File: src/rtl/cu_pkg.sv
// Shared constants and types for the control-unit step sequencer.
package cu_pkg;

  localparam int unsigned CU_N        = 6;
  localparam int unsigned CU_STATES   = 40;
  localparam int unsigned FETCH_STATE = 0;

  typedef logic [CU_N-1:0] state_idx_t;

endpackage : cu_pkg

File: src/rtl/cu_onehot_decoder.sv
// One-hot decode of the step counter into the CPU state vector.
module cu_onehot_decoder #(
  parameter int unsigned N      = 6,
  parameter int unsigned STATES = 40
) (
  input  logic [N-1:0]      counter_value,
  output logic [STATES-1:0] CPU_state
);

  assign CPU_state = STATES'(1) << counter_value;

endmodule : cu_onehot_decoder

File: src/rtl/cu_sequencer.sv
// CPU step sequencer: clr > ld > en > hold, wrap pulse on STATES-1 -> 0.
// Define CU_SEQ_LD_TRAP_EN to trap out-of-range jumps to fetch with a sticky ld_err.
module cu_sequencer
  import cu_pkg::*;
#(
  parameter int unsigned N      = CU_N,
  parameter int unsigned STATES = CU_STATES
) (
  input  logic              clk,
  input  logic              rst,
  input  logic              en,
  input  logic              clr,
  input  logic              ld,
  input  logic [N-1:0]      ld_value,
  output logic [N-1:0]      counter_value,
  output logic [STATES-1:0] CPU_state,
  output logic              wrap,
  output logic              ld_err
);

  localparam int unsigned NW     = N + 1;
  localparam logic [N:0]  STATES_W = NW'(STATES);
  localparam logic [N-1:0] LAST  = N'(STATES - 1);
  localparam logic [N-1:0] FETCH = N'(FETCH_STATE);

  if (STATES < 2 || STATES > (1 << N)) begin : g_bad_params
    $error("cu_sequencer: STATES must satisfy 2 <= STATES <= 2**N");
  end

  logic [N-1:0] counter_d;
  logic         wrap_d;
  logic         ld_legal;
  logic         err_d;

  assign ld_legal = ({1'b0, ld_value} < STATES_W);

  // Next-state selection in priority order
  always_comb begin
    counter_d = counter_value;
    wrap_d    = 1'b0;
    err_d     = ld_err;
    if (clr) begin
      counter_d = FETCH;
    end else if (ld) begin
      if (ld_legal) begin
        counter_d = ld_value;
      end else begin
`ifdef CU_SEQ_LD_TRAP_EN
        counter_d = FETCH;
        err_d     = 1'b1;
`endif
      end
    end else if (en) begin
      if (counter_value == LAST) begin
        counter_d = FETCH;
        wrap_d    = 1'b1;
      end else begin
        counter_d = counter_value + N'(1);
      end
    end
  end

  always_ff @(posedge clk or posedge rst) begin
    if (rst) begin
      counter_value <= FETCH;
      wrap          <= 1'b0;
    end else begin
      counter_value <= counter_d;
      wrap          <= wrap_d;
    end
  end

`ifdef CU_SEQ_LD_TRAP_EN
  // Sticky illegal-jump flag, cleared only by reset
  always_ff @(posedge clk or posedge rst) begin
    if (rst) begin
      ld_err <= 1'b0;
    end else begin
      ld_err <= err_d;
    end
  end
`else
  assign ld_err = 1'b0;
`endif

  cu_onehot_decoder #(
    .N      (N),
    .STATES (STATES)
  ) u_decoder (
    .counter_value (counter_value),
    .CPU_state     (CPU_state)
  );

endmodule : cu_sequencer

File: config.mk
export PLATFORM = sky130hd
export DESIGN_NAME = cu_sequencer
export DESIGN_NICKNAME = d
export VERILOG_FILES = /design/src/rtl/cu_pkg.sv /design/src/rtl/cu_onehot_decoder.sv /design/src/rtl/cu_sequencer.sv
export SDC_FILE = /design/constraint.sdc
export NUM_CORES = 1
export LEC_CHECK = 0
export BUFFER_PORTS_ARGS = -buffer_cell sky130_fd_sc_hd__buf_2
export CAP_MARGIN = 0
export CORE_UTILIZATION = 39
export CTS_CLUSTER_DIAMETER = 120
export DETAILED_ROUTE_END_ITERATION = 10
export HOLD_SLACK_MARGIN = 0.05
export MAX_ROUTING_LAYER = met4
export PLACE_DENSITY = 0.78
export SYNTH_ARGS = -nofsm -noshare
export SYNTH_HDL_FRONTEND = slang
export SYNTH_SLANG_ARGS = --single-unit
File: constraint.sdc
create_clock -name clk -period 1.9 [get_ports clk]
set_input_delay 0.38 -clock clk [delete_from_list [all_inputs] [get_ports clk]]
set_output_delay 0.38 -clock clk [all_outputs]
set_load 0.02 [all_outputs]
[Word level (Yosys, flattened, before mapping)]
Index checks and enable logic that the tools add are counted.
Word-level totals
  flip-flop bits (word level): 7
  output and inout port bits: 48
  word-level logic and storage cells: 18
Cells by class
  $add $sub $neg: 1
  magnitude comparators: 1
  equality and inequality tests: 2
  shifts and indexed selects: 1
  mux-type cells: 9
  reductions and logical operators: 2
Operators by type and width (count)
  1-bit by 6-bit << shifter with 40-bit output, first input constant: 1
  6-bit two-way mux: 5
  6-bit by 1-bit adder with 6-bit output, second input constant: 1
  6-bit equality test, second input constant: 1
  6-bit less-than comparator, second input constant: 1
  1-bit two-way mux: 4
  3-bit by 2-bit != test with 1-bit output, second input constant: 1
  3-bit nonzero test: 1
  2-bit AND reduction: 1

[Longest topological paths before layout]
  word-level depth: 5
  gate-level depth with buffers: 4

[Modules after synthesis]
From an unflattened synthesis, not the netlist that was laid out.
Unflattened totals
  cells, all modules: 119
  area total of the unflattened synthesis: 844.6 um2
Modules (own cells, without submodules)
  cu_sequencer: times used 1, cells each 55, area an instance 479.2 um2, sequential area each 175.2 um2
  cu_onehot_decoder: times used 1, cells each 64, area an instance 365.4 um2, sequential area each 0.0 um2

[Worst setup path after synthesis]
OpenSTA, ideal clock, no wires.
  kind: reg-to-output
  from: register counter_value[3]
  to: output port CPU_state[16]
  data arrival time: 1474 ps
  data required time: 1520 ps
  path slack: 46 ps
  stages on the path, launching flop included: 5
  buffers on the path: 1
  cells stage by stage: dfrtp_1 clkbuf_1 nor2_1 nand2_1 nor3b_1
Between the ends
  cells in the longest elaborated chain, start to end: 1
Ends and longest elaborated chain
  from (decl): line cu_sequencer.sv:15  | output logic [N-1:0] counter_value,
  from (signal assigned): line cu_sequencer.sv:68  | counter_value <= counter_d;
  1-bit by 6-bit << shifter with 40-bit output: line cu_onehot_decoder.sv:10  | assign CPU_state = STATES'(1) << counter_value;
  to (decl): line cu_sequencer.sv:16  | output logic [STATES-1:0] CPU_state,
No other way between the ends.

[Final worst setup path]
  from: register counter_value[3]
  to: output port CPU_state[36]
Same word-level chain as after synthesis.

==> results.cfg <==
[pwr]
p_int_uw = 325
pwr-share-seq_pct = 34.3
finalPower_uw = 521
p_comb_share_pct = 40.3
p_sw_share_pct = 37.7
p_switching_uw = 197
clock_power_share_pct = 25.4
p_leak_nw = 0.689
p_per_area_nw_per_um2 = 408
peakVddDrop_mv = 0.756

[critical_path]
r2r_cells = 4
cp.arrival_ps = 1490
worstReg2RegStart = counter_value[3]$_DFFE_PP0P_
worst-path-buf-inv = 1
path_cells = and4bb_1, and2_1, buf_2
start_kind = flop
required_ps = 1520
worstSetupEndpointType = output pin
crit_family = simple AND/OR/NAND/NOR gates
r2r_end = counter_value[5]$_DFFE_PP0P_
worst-path-stages = 3
cp_max_fo = 13
worstSetupPathType = flop to output pin
cpMaxStageDelayCell = dfrtp_2
cp-endpoint = CPU_state[36]
reg2reg_setup_slack_ps = 300
startpoint = counter_value[3]$_DFFE_PP0P_
critPathMaxStageDelay_ps = 500

[yosys]
yosysSeqAreaShare_pct = 22.7
synth_top_area_share_pct = 22.7
ys_warn_count = 0
post-synth-top-area-cell = dfrtp_1
avgSynthCellArea_um2 = 6.72
synth.area.top_cells = dfrtp_1 (23%), nor2_1 (15%), ha_1 (9.7%)
synth-seq-cells = 7
syn_inst = 115
syn_nets = 132
netlist_area_um2 = 773
ys_types = 29

[detailed_routing]
wire_per_inst_um = 13.7
drc_errors = 0
dr.pass1.iters = 4
num_vias = 1114
vias_per_cell = 5.30
dr.first_iter.drc_count = 32
wl_mm = 2.88
ant_nets = 0

[floorplan]
core_area_um2 = 1780
start_util_pct = 43.4
rows = 15
pin_count = 59
die_area_um2 = 2160
die_x_um = 46.5
die_h_um = 46.5

[clock_network]
clock-sinks = 7
cts_buffer_depth = 2
clk_latency_ps = 250
path_clk_slew_ps = 50
cts_tree = done
clockRootBuffer = clkbuf_4
cts_buffers = 3
cts_htree_levels = 1

[global_routing]
grt_max_degree = 15
overflow = 0
antenna_found_initial = 0
grt_pass1_vias = 854
grt_util_all_layers_pct = 26.2
grt_pass1_wl_mm = 3.90

[sta]
slew_viol_final = 0
setup_viol = 0
fin_crit_sh_pct = 98.6
min_period_ps = 1870
hold_viol_final = 0
fmax_mhz = 534
skew_ps = 5.29

[place]
place_congestion = 0.971
place_area_um2 = 1090
dp_hpwl_mm = 2.03
portBuffers = 57

[run_status]
status = finished clean

[flow_run]
cap_violations = 0

[cells_and_area]
areaGrowthSynthToFinish_pct = 65.2
drive_gt1_share_pct = 50.3
diodes = 0
fin_nets = 203
fin_area_um2 = 1280

[worst_hold_path]
min_from = ld_value[1]
min_path_type = primary input to flop
routing by layer:
metal  global-route usage [%]  up-vias  wire [um]
li1                         -      529          -
met3                     7.45       10        276
met1                     32.9      505       1140
met2                     41.4       70       1420
met5                        -        -          0
met4                     5.29        0         51
power groups by stage:
stage               registers [mW]  clock network [mW]  logic, mW
global placement             0.176                   0      0.161
global route                 0.180               0.146      0.227
floorplan                    0.179                   0      0.103
CTS                          0.176               0.138      0.169
detailed placement           0.177                   0      0.166
finish                       0.179               0.132      0.210
what timing repair did:
action | CTS | global route
hold buffers | 1 | 0
setup endpoints to repair | 13 | 35
hold endpoints to repair | 7 | 0
buffers inserted | 0 | 10
gates resized for setup | 6 | 18
metrics by stage:
stage          setup slack, ps  setup TNS [ps]  hold slack, ps  utilization [%]  instances
5_1_grt                  -31.4            -104             377             71.6        210
4_1_cts                  -5.31           -5.31             368             63.7        200
3_5_place_dp               149               0             315             60.9        195
3_3_place_gp               210               0             315             60.9        195
6_report                  26.6               0             369             71.6        210
2_1_floorplan             46.0               0             183                -        115
registers in the layout, indices dropped and copies added (netlist names):
| signal | cells |
|---|---|
| wrap | 1 |
| counter_value | 6 |
worst min-delay path by stage:
stage                                         endpoint  slack (ps)  cells past startpoint
after floorplan           counter_value[0]$_DFFE_PP0P_         180                      1
after global placement    counter_value[3]$_DFFE_PP0P_         310                      2
after detailed placement  counter_value[4]$_DFFE_PP0P_         310                      2
after CTS                 counter_value[1]$_DFFE_PP0P_         370                      3
after global routing      counter_value[2]$_DFFE_PP0P_         380                      2
final                     counter_value[1]$_DFFE_PP0P_         370                      3
cell families after synthesis:
kind of cell / synth area share (%)
flip-flops: 22.7
adder cells (fa/ha/maj): 9.71
buffers and inverters: 6.31
other: 0.485
AND/OR/NAND/NOR: 46.6
AO/OA/AOI/OAI: 14.2
synthesized netlist by cell type:
library cell and number:
or2_1 1, inv_1 7, conb_1 1, nand3b_1 2, and3b_1 1, nor3b_1 1
nand3_1 2, or3_1 2, nor4b_1 2, and2_1 5, or3b_4 1, and4bb_1 1
dfrtp_1 7, nand2_1 12, buf_4 1, and3_1 3, a21oi_1 4, nor3_1 7
clkbuf_1 3, nor2_1 31, ha_1 6, inv_2 1, o21ai_0 3, o211ai_1 2
nand2b_1 2, a21o_1 1, a31oi_1 2, a222oi_1 1, a221o_1 3
layout make-up:
class,count,area [um2]
Fill cell,140,505
Multi-Input combinational cell,96,617
Tap cell,25,31.3
Inverter,8,30.0
Timing Repair Buffer,70,390
Clock buffer,4,26.3
Sequential cell,7,183
worst register-to-register path, delay by kind of cell (launching register included):
kind | cells | cell delay, ps
and+or+nand+nor | 2 | 670
DFF | 1 | 510
AOI/OAI and AO/OA | 2 | 340
cell usage in the layout, fill, tap and decap left out, types with 2 or more instances in the layout:
cell type	count
nor3_2	2
nand2_1	12
and2_1	5
o21ai_0	3
ha_4	3
a221o_1	3
and3_1	3
clkbuf_4	3
nand2b_1	2
inv_1	4
buf_4	14
a21oi_1	4
buf_2	55
nor3_1	5
nor2_1	30
nand3b_1	2
inv_2	4
ha_1	2
o211ai_1	2
a31oi_1	2
nor4b_1	2
dfrtp_2	6
(Power assumes the default switching activity.)
